### config.mk
export PLATFORM = sky130hd
export DESIGN_NAME = slc3_key_conditioner_flat
export DESIGN_NICKNAME = d
export VERILOG_FILES = /design/src/rtl/slc3_key_if.sv /design/src/rtl/slc3_key_conditioner.sv /design/src/flat_wrapper.sv
export SDC_FILE = /design/constraint.sdc
export NUM_CORES = 1
export LEC_CHECK = 0
export BUFFER_PORTS_ARGS = -buffer_cell sky130_fd_sc_hd__clkbuf_2
export CORE_MARGIN = 2
export CORE_UTILIZATION = 35
export DETAILED_ROUTE_END_ITERATION = 7
export PLACE_DENSITY_LB_ADDON = 0.1
export SLEW_MARGIN = 25
export SYNTH_ARGS = -nofsm -noshare
export SYNTH_HDL_FRONTEND = slang
export SYNTH_SLANG_ARGS = --single-unit
### constraint.sdc
create_clock -name Clk -period 4.2 [get_ports Clk]
set_input_delay 0.21 -clock Clk [delete_from_list [all_inputs] [get_ports Clk]]
set_output_delay 0.21 -clock Clk [all_outputs]
set_load 0.005 [all_outputs]
### src/rtl/slc3_key_if.sv
// Key-conditioner signal bundle: raw active-low buttons in, debounced level and strobes out.
interface slc3_key_if #(
    parameter int unsigned N_KEYS = 2
) ();
    logic [N_KEYS-1:0] key_n_raw;
    logic [N_KEYS-1:0] key_level;
    logic [N_KEYS-1:0] key_press;
    logic [N_KEYS-1:0] key_release;

    // master: the button source / downstream consumer; slave: the conditioner itself
    modport master (
        output key_n_raw,
        input  key_level,
        input  key_press,
        input  key_release
    );

    modport slave (
        input  key_n_raw,
        output key_level,
        output key_press,
        output key_release
    );
endinterface

### src/rtl/slc3_key_conditioner.sv
// Per-key synchronizer + debounce FSM feeding the SLC-3 ISDU Run/Continue inputs.
// Each channel produces a registered active-high level and one-cycle press/release strobes.
module slc3_key_conditioner #(
    parameter int unsigned N_KEYS          = 2,
    parameter int unsigned DEBOUNCE_CYCLES = 500000,
    parameter int unsigned CNT_W           = $clog2(DEBOUNCE_CYCLES) + 1
) (
    input logic     Clk,
    input logic     Reset,
    slc3_key_if.slave keys
);

    typedef enum logic [1:0] {
        StReleased,
        StPressWait,
        StHeld,
        StReleaseWait
    } state_e;

    localparam logic [CNT_W-1:0] CntMax = CNT_W'(DEBOUNCE_CYCLES - 1);

    logic [N_KEYS-1:0] level_w;
    logic [N_KEYS-1:0] press_w;
    logic [N_KEYS-1:0] release_w;

    for (genvar i = 0; i < N_KEYS; i++) begin : g_chan
        logic             s1_q, s2_q;
        state_e           state_q, state_d;
        logic [CNT_W-1:0] cnt_q, cnt_d;
        logic             level_q, level_d;
        logic             press_q, press_d;
        logic             release_q, release_d;

        always_ff @(posedge Clk or posedge Reset) begin
            if (Reset) begin
                s1_q      <= 1'b1;
                s2_q      <= 1'b1;
                state_q   <= StReleased;
                cnt_q     <= '0;
                level_q   <= 1'b0;
                press_q   <= 1'b0;
                release_q <= 1'b0;
            end else begin
                s1_q      <= keys.key_n_raw[i];
                s2_q      <= s1_q;
                state_q   <= state_d;
                cnt_q     <= cnt_d;
                level_q   <= level_d;
                press_q   <= press_d;
                release_q <= release_d;
            end
        end

        // s2_q is active-low: 0 means the button is currently pressed
        always_comb begin
            state_d   = state_q;
            cnt_d     = cnt_q;
            press_d   = 1'b0;
            release_d = 1'b0;
            unique case (state_q)
                StReleased: begin
                    if (!s2_q) begin
                        state_d = StPressWait;
                        cnt_d   = '0;
                    end
                end
                StPressWait: begin
                    if (s2_q) begin
                        state_d = StReleased;
                        cnt_d   = '0;
                    end else if (cnt_q == CntMax) begin
                        state_d = StHeld;
                        press_d = 1'b1;
                    end else begin
                        cnt_d = cnt_q + CNT_W'(1);
                    end
                end
                StHeld: begin
                    if (s2_q) begin
                        state_d = StReleaseWait;
                        cnt_d   = '0;
                    end
                end
                StReleaseWait: begin
                    if (!s2_q) begin
                        state_d = StHeld;
                        cnt_d   = '0;
                    end else if (cnt_q == CntMax) begin
                        state_d   = StReleased;
                        release_d = 1'b1;
                    end else begin
                        cnt_d = cnt_q + CNT_W'(1);
                    end
                end
            endcase
            level_d = (state_d == StHeld) || (state_d == StReleaseWait);
        end

        assign level_w[i]   = level_q;
        assign press_w[i]   = press_q;
        assign release_w[i] = release_q;
    end

    assign keys.key_level   = level_w;
    assign keys.key_press   = press_w;
    assign keys.key_release = release_w;

endmodule

### src/flat_wrapper.sv
// flat-port wrapper written by rule: the top's interface ports become plain ports
module slc3_key_conditioner_flat 
#(
    parameter int unsigned N_KEYS          = 2,
    parameter int unsigned DEBOUNCE_CYCLES = 500000,
    parameter int unsigned CNT_W           = $clog2(DEBOUNCE_CYCLES) + 1
)
  (Clk, Reset, keys_key_n_raw, keys_key_level, keys_key_press, keys_key_release);
  slc3_key_if #(.N_KEYS(N_KEYS)) keys_i ();
  input logic Clk;
  input logic Reset;
  input wire logic [$bits(keys_i.key_n_raw)-1:0] keys_key_n_raw;
  output wire logic [$bits(keys_i.key_level)-1:0] keys_key_level;
  output wire logic [$bits(keys_i.key_press)-1:0] keys_key_press;
  output wire logic [$bits(keys_i.key_release)-1:0] keys_key_release;
  assign keys_i.key_n_raw = keys_key_n_raw;
  assign keys_key_level = keys_i.key_level;
  assign keys_key_press = keys_i.key_press;
  assign keys_key_release = keys_i.key_release;
  slc3_key_conditioner #(.N_KEYS(N_KEYS), .DEBOUNCE_CYCLES(DEBOUNCE_CYCLES), .CNT_W(CNT_W)) u_core (.Clk(Clk), .Reset(Reset), .keys(keys_i));
endmodule
* Word-level counts from Yosys, hierarchy flattened
Cells that the tools add are included.
** Word-level totals
- Register bits :: 54
- Latch bits :: 0
- RAM bits :: 0
- Bits in read-only memories :: 0
- Bits of input ports :: 4
- Output and inout bits :: 6
- Word-level logic and storage cells :: 74
- Memories kept :: 0
** Cells by class
- $add $sub $neg :: 2
- Multipliers :: 0
- Div/mod/pow operators :: 0
- Magnitude comparators :: 0
- Equal/unequal tests :: 16
- Shift operators :: 0
- Mux-type cells :: 36
- Bitwise operators :: 0
- Reductions and logical operators :: 6
** Operators by type and width (count)
- $mux W20 :: 10
- $pmux W20 S4 :: 2
- $add A20 B1 Y20 const B :: 2
- $eq A20 B19 Y1 const B :: 2
- $mux W2 :: 12
- $eq A2 B2 Y1 const B :: 8
- $pmux W2 S4 :: 2
- $mux W1 :: 10
- $eq A2 B1 Y1 const B :: 2
- $logic_not A2 Y1 :: 2
- $ne A2 B1 Y1 const B :: 2
- $ne A2 B2 Y1 const B :: 2
- $reduce_and A2 Y1 :: 2
- $logic_or A1 B1 Y1 :: 2

* Longest topological paths before layout
Gate-level depths: netlist (run 1).
- Word-level depth :: 6
- Gate-level depth with buffers :: 7
- Gate-level depth less buffers :: 6

* Least setup slack after synthesis (run 1)
OpenSTA, ideal clock, no wires.
- Kind :: register -> register
- Start point :: register u_core.g_chan[0].s2_q
- End point :: register u_core.g_chan[0].cnt_q[11]
- Arrival :: 1.664 ns
- Required time :: 4.063 ns
- Slack :: 2.399 ns
- Cell stages (with the launch flop) :: 7
- Period minus slack after synthesis :: 1.801 ns
- Cell sequence :: dfstp_2 clkbuf_1 xor2_1 nor4_1 nand3_1 xor2_1 nor2_1
** On the way
- Longest elaborated chain between the ends :: 2
- Elaborated cells between the ends (all ways) :: 6
** Ends and longest elaborated chain
- start: declaration :: RTL line slc3_key_conditioner.sv:27 : logic s1_q, s2_q;
- start signal: assignment :: RTL line slc3_key_conditioner.sv:45 : s2_q <= s1_q;
- $mux W20 (tied with other cells) :: RTL line slc3_key_conditioner.sv:85 : if (!s2_q) begin
- $pmux W20 S4 or $reduce_and A2 Y1 (tied branches)
- end signal: assignment :: RTL line slc3_key_conditioner.sv:47 : cnt_q <= cnt_d;
- end: declaration :: RTL line slc3_key_conditioner.sv:29 : logic [CNT_W-1:0] cnt_q, cnt_d;
Parallel ways exist; a longest one is shown, timed or not.
A chain may end at the register's enable or synchronous reset.

* Final worst setup path (run 1)
- Start point :: register u_core.g_chan[1].cnt_q[5]
- End point :: register u_core.g_chan[1].state_q[0]
** On the way
- Longest elaborated chain between the ends :: 4
- Elaborated cells between the ends (all ways) :: 6
** Ends and longest elaborated chain
- start: declaration :: RTL line slc3_key_conditioner.sv:29
- start signal: assignment :: RTL line slc3_key_conditioner.sv:47
- $eq A20 B19 Y1 (*) :: RTL line slc3_key_conditioner.sv:71, slc3_key_conditioner.sv:88
- $mux W2 (on tied branches) :: RTL line slc3_key_conditioner.sv:88, slc3_key_conditioner.sv:71
- $mux W2 (on tied branches) :: RTL line slc3_key_conditioner.sv:85, slc3_key_conditioner.sv:68
- $pmux W2 S4 (*) :: RTL line slc3_key_conditioner.sv:60 : unique case (state_q)
- named net u_core.g_chan[1].state_d[0] :: RTL line slc3_key_conditioner.sv:28 : state_e state_q, state_d;
- end signal: assignment :: RTL line slc3_key_conditioner.sv:38 : state_q <= StReleased;
- end signal: assignment :: RTL line slc3_key_conditioner.sv:46 : state_q <= state_d;
- end: declaration :: RTL line slc3_key_conditioner.sv:28
The timed path passes the listed nets; every way through them passes the cells marked *.

==> impl_metrics.ini, run 1 <==
[outcome]
status = finished clean

[timing]
drv_slew = 0
hold_viol_final = 0
rsz0062_at_grt = false
max_freq_mhz = 467.3
skew_ns = 0.009601
slew_headroom = 0.5084
worst_pin_slew_ns = 0.7347
timing.setup.tns_ns = 0
min_period_ns = 2.140
setup_viol = 0
finalCritPeriodShare = 0.5096

[synthesis]
synthArstFlopShare = 1.000
ys_seq_area_frac = 0.4837
netlist_area_um2 = 2804
synth_warnings = 0
avgSynthCellArea_um2 = 9.570
ys_seq_elements = 54
synth_ff_type = dfrtp_1
syn_nets = 299
synthCells = 293
synth_edf_count = 0
synth_cell_types = 47

[pwr]
p_leak_uw = 0.001265
peakVddDrop_mv = 0.1469
powerDensity_nw_per_um2 = 302.2
p_total_uw = 903.0

[global_routing]
grt-ovfl-total = 0
gr-usage-met2 = 0.2476
met1_usage = 0.1847
grt_most_used_layer = met2
grtUsageMet3 = 0.02659
grt_start_max_net_pins = 55
track_usage = 0.1439
grt_pass1_vias = 2106
antenna_found_initial = 0
grt_pass1_wl_um = 9929

[floorplan]
rows = 32
start_util = 0.3629
die_area_um2 = 8743
io_pins = 10
die-width_um = 93.51
die_y_um = 93.51
design.core.area_um2 = 7727

[layout]
final_cell_mix = dfrtp_1 (50), o21ai_0 (31), nand2_1 (27), nor2_1 (27), nand3_1 (18)
diodes = 0
area_growth_pct = 6.560
fin_nets = 300
drive_gt1_frac = 0.1119
fin_cells = 397
fin_util = 0.3867
final_common_cell = dfrtp_1

[detailed_routing]
via_per_inst = 5.504
totalWireLength_um = 5904
wl_per_cell_um = 14.87
drt_iter0_drc = 90
drt_first_pass_iters = 4
drtAntennaViolNets = 0
via_count = 2185
drc_errors = 0

[setup_path]
crit_arrival_ns = 2.34
max_stage_delay_ns = 0.52
crit_cells = 5
path_delay_family = simple AND/OR/NAND/NOR gates
path_max_fanout = 9
crit_path_top_delay_cell = nor2_1
path_buf_inv = 0
required_ns = 4.40
start_kind = flip-flop
reg2reg_depth = 5
end_kind = flip-flop
crit_chain = nor4_1, nand4_1, nor2_1, nand2_1, and2_1
crit_type = flip-flop to flip-flop

[worst_hold_path]
worstHoldPathType = primary input to async pin

[placed_design]
dp_hpwl_um = 4050
routabilityCongestion = 0.7357
portBuffers = 9
placed_cells = 387

[clock_tree]
cts_resized = 0
clk_pin_slew_worst_paths_ns = 0.10
cts_setup_buffers = 0
clock-root-buffer = clkbuf_8
clk_latency_ns = 0.30
clock-sinks = 54
cts_made_buffers = 5
clk_path_buf_depth = 2
cts_tree = yes
h-tree-depth = 2

[job]
drv_cap = 0
==> synthesized netlist by cell type (5+ instances only) <==
master	instances	share of area
inv_1	6	0.0080
xor2_1	8	0.025
a21o_1	5	0.013
o31ai_1	7	0.019
nand3_1	18	0.032
a21oi_1	7	0.012
dfrtp_1	50	0.45
o21ai_0	31	0.055
nand4_1	10	0.022
clkbuf_1	8	0.011
buf_4	7	0.019
nor2_1	27	0.036
and2_1	5	0.011
nor3_1	5	0.0089
a31oi_1	10	0.022
nand2_1	27	0.036
==> final timing paths <==
path                       slack (ns)                             startpoint                                endpoint
setup / recovery                 2.06  u_core.g_chan[1].cnt_q[5]$_DFFE_PP0P_   u_core.g_chan[1].state_q[0]$_DFF_PP0_
setup reg to reg                 2.06  u_core.g_chan[1].cnt_q[5]$_DFFE_PP0P_   u_core.g_chan[1].state_q[0]$_DFF_PP0_
max in group asynchronous        3.68                                  Reset  u_core.g_chan[0].cnt_q[18]$_DFFE_PP0P_
min in group Clk                 0.35        u_core.g_chan[0].s1_q$_DFF_PP1_         u_core.g_chan[0].s2_q$_DFF_PP1_
hold reg to reg                  0.35        u_core.g_chan[0].s1_q$_DFF_PP1_         u_core.g_chan[0].s2_q$_DFF_PP1_
hold / removal                   0.07                                  Reset      u_core.g_chan[0].level_q$_DFF_PP0_
==> flip-flops by register name, indices dropped and copies added, names as in the netlist <==
signal,count
u_core.g_chan.cnt_q,40
u_core.g_chan.press_q,2
u_core.g_chan.level_q,2
u_core.g_chan.s2_q,2
u_core.g_chan.s1_q,2
u_core.g_chan.state_q,4
u_core.g_chan.release_q,2
==> cell families after synthesis <==
kind of cell	count (synthesis)	share of synthesized area
AO/OA/AOI/OAI	78	0.1785
adder cells (fa/ha/maj)	2	0.008923
XOR/XNOR	12	0.03748
flip-flops	54	0.4837
multiplexers	4	0.01428
AND/OR/NAND/NOR	119	0.2311
buffers and inverters	24	0.04596
==> cell type report <==
type	count	area (um2)
clock buffers	5	68.82
clock inverters	3	21.27
fillers	766	4740
inverters	6	22.52
multi-input cells	215	1319
flip-flops and latches	54	1356
well taps	102	127.6
repair buffers	12	72.57
==> worst register-to-register path, stage by stage (launching register included) <==
cell and delay [ns]:
dfrtp_1 0.50, nor4_1 0.35, nand4_1 0.22, nor2_1 0.52
nand2_1 0.25, and2_1 0.22
==> report_power, final <==
part	switching [uW]	internal, uW
sequential	12.9	533
clock	177	118
combinational	41.6	20.7
total	231	672
==> what timing repair did <==
action                                  in CTS  in global routing
hold buffers                                 2                  0
endpoints found under the setup margin       0                  0
endpoints found under the hold margin        2                  0
==> metal layers <==
metal / share of wire / wire [um]
met1: 0.47 / 2777
met5: 0 / 0
met2: 0.49 / 2922
met3: 0.025 / 145
met4: 0.010 / 59
==> through the flow <==
stage	area, um2	hold slack, ns	worst slack, ns
final	2988	0.07018	2.060
after global routing	2988	0.1343	1.811
after CTS	2988	0.09123	2.031
after floorplan	2804	0.2145	2.399
after detailed placement	2878	0.2988	2.038
after global placement	2878	0.2988	2.086
No activity file was read; power rests on OpenSTA's default activity.
==> run 2: changes to the inputs <==
- clock period: 4.2 -> 1.8 ns (I/O delays scaled with it)
==> impl_metrics.ini, run 2 (same netlist as run 1, synthesis figures left out) <==
[outcome]
status = finished clean

[floorplan]
die_area_um2 = 8743
die-width_um = 93.51
io_pins = 10
die_y_um = 93.51
start_util = 0.3629
design.core.area_um2 = 7727
rows = 32

[placed_design]
routabilityCongestion = 0.8285
dpl-instance-area_um2 = 3174
portBuffers = 9
dp_hpwl_um = 4505
placed_cells = 424

[setup_path]
path_max_fanout = 6
crit_type = flip-flop to flip-flop
r2r_setup_slack_ns = 0.07
required_ns = 1.99
r2r_end = u_core.g_chan[0].cnt_q[11]$_DFFE_PP0P_
start_kind = flip-flop
crit_arrival_ns = 1.92
reg2reg_from = u_core.g_chan[0].s2_q$_DFF_PP1_
critPathLaunch = u_core.g_chan[0].s2_q$_DFF_PP1_
reg2reg_depth = 7
end_kind = flip-flop
cp-endpoint = u_core.g_chan[0].cnt_q[11]$_DFFE_PP0P_

[global_routing]
track_usage = 0.1556
grt_pass1_vias = 2296
grt_start_max_net_pins = 43
grt-ovfl-total = 0
antenna_found_initial = 0
grt_pass1_wl_um = 10830

[timing]
hold_viol_final = 0
skew_ns = 0.008915
worst_pin_slew_ns = 0.3914
min_period_ns = 1.734
finalCritPeriodShare = 0.9631
drv_slew = 0
max_freq_mhz = 576.8
slew_headroom = 0.7388
setup_viol = 0

[clock_tree]
clk_latency_ns = 0.31
cts_tree = yes
clk_pin_slew_worst_paths_ns = 0.11
clock-sinks = 54
cts_made_buffers = 5
clock-root-buffer = clkbuf_8
clk_path_buf_depth = 2
h-tree-depth = 2

[layout]
multi_input_area_um2 = 1370
final_cell_mix = dfrtp_1 (47), buf_4 (38), nand2_1 (26), o21ai_0 (26), nor2_1 (24)
drive_gt1_frac = 0.2575
fin_nets = 339
final_common_cell = dfrtp_1
regArea_um2 = 1360
post-route-cell-area_um2 = 3377
regMostFlops = u_core.g_chan.cnt_q
fin_cells = 436
fillers = 766
diodes = 0
reg_top3 = u_core.g_chan.cnt_q (40), u_core.g_chan.state_q (4)
largest_register_ffs = 40
area_growth_pct = 20.44

[detailed_routing]
wl_per_cell_um = 14.59
drt_first_pass_iters = 4
via_count = 2330
via_per_inst = 5.344
totalWireLength_um = 6360
drt_iter0_drc = 133
drc_errors = 0
drtAntennaViolNets = 0

[worst_hold_path]
worstHoldPathType = primary input to async pin

[pwr]
powerDensity_nw_per_um2 = 688.0
p_leak_uw = 0.001485
peakVddDrop_mv = 0.3205

[job]
drv_cap = 0
-- run 2: changes by cell type in the layout (fill, tap and decap cells not counted), moves of 3 or more --
| cell | delta |
|---|---|
| buf_4 | +37 |
| o21ai_0 | -5 |
| o21ai_1 | +5 |
| dfrtp_1 | -3 |
| dfrtp_2 | +3 |
| nor2_1 | -3 |
| nor2_2 | +3 |
-- run 2: final cells by class --
type,instances,share of cell area
multi-input combinational,215,0.4057
clock buffer,5,0.02038
tap,102,0.03779
timing repair buffer,51,0.1126
clock inverter,3,0.01408
sequential,54,0.4027
inverter,6,0.006669
-- run 2: metal layers --
metal  track usage  vias to the layer above  part of all wire
met5             0                        -                 0
met4       0.05392                        0             0.013
met3       0.02176                        7             0.017
met2        0.2680                       29              0.51
met1        0.1997                     1134              0.46
li1              -                     1160                 -
-- run 2: worst min path at each step --
stage                      start                                      to  slack, ns
6_report                   Reset  u_core.g_chan[1].cnt_q[18]$_DFFE_PP0P_       0.26
3_5_place_dp               Reset  u_core.g_chan[1].cnt_q[16]$_DFFE_PP0P_       0.05
5_1_grt                    Reset  u_core.g_chan[1].cnt_q[18]$_DFFE_PP0P_       0.29
3_3_place_gp               Reset  u_core.g_chan[1].cnt_q[18]$_DFFE_PP0P_       0.05
4_1_cts                    Reset  u_core.g_chan[1].cnt_q[14]$_DFFE_PP0P_       0.26
2_1_floorplan  keys_key_n_raw[0]         u_core.g_chan[0].s1_q$_DFF_PP1_       0.09
-- run 2: critical path, stage by stage, from the launching register on --
cell and delay (ns):
dfstp_2 0.59, xor2_1 0.07, buf_4 0.17, nor4_2 0.32, buf_4 0.18, nand3_1 0.09
xor2_1 0.15, nor2_1 0.05
-- run 2: where the power goes --
part / internal [uW] / switching, uW / total [uW]
registers: 1240 / 30.0 / 1270
logic: 82.4 / 112 / 194
clock network: 425 / 430 / 855
-- run 2: what timing repair did --
item,in CTS,in global routing
gates resized for setup,1,21
gates cloned,0,0
hold endpoints to repair,14,0
setup endpoints to repair,9,27
hold buffers,3,0
pin swaps,0,5
setup buffers,0,1
-- run 2: stage by stage --
step	setup slack, ns	setup TNS (ns)	power [uW]	hold WS (ns)	util
after CTS	0.004890	0	2362	0.2580	0.4301
after detailed placement	0.04039	0	1481	0.04616	0.4108
after global placement	0.05155	0	1479	0.04676	0.4108
final	0.06644	0	2323	0.2629	0.4370
after floorplan	0.03623	0	1402	0.09448	-
after global routing	-0.05718	-0.1027	2443	0.2901	0.4370
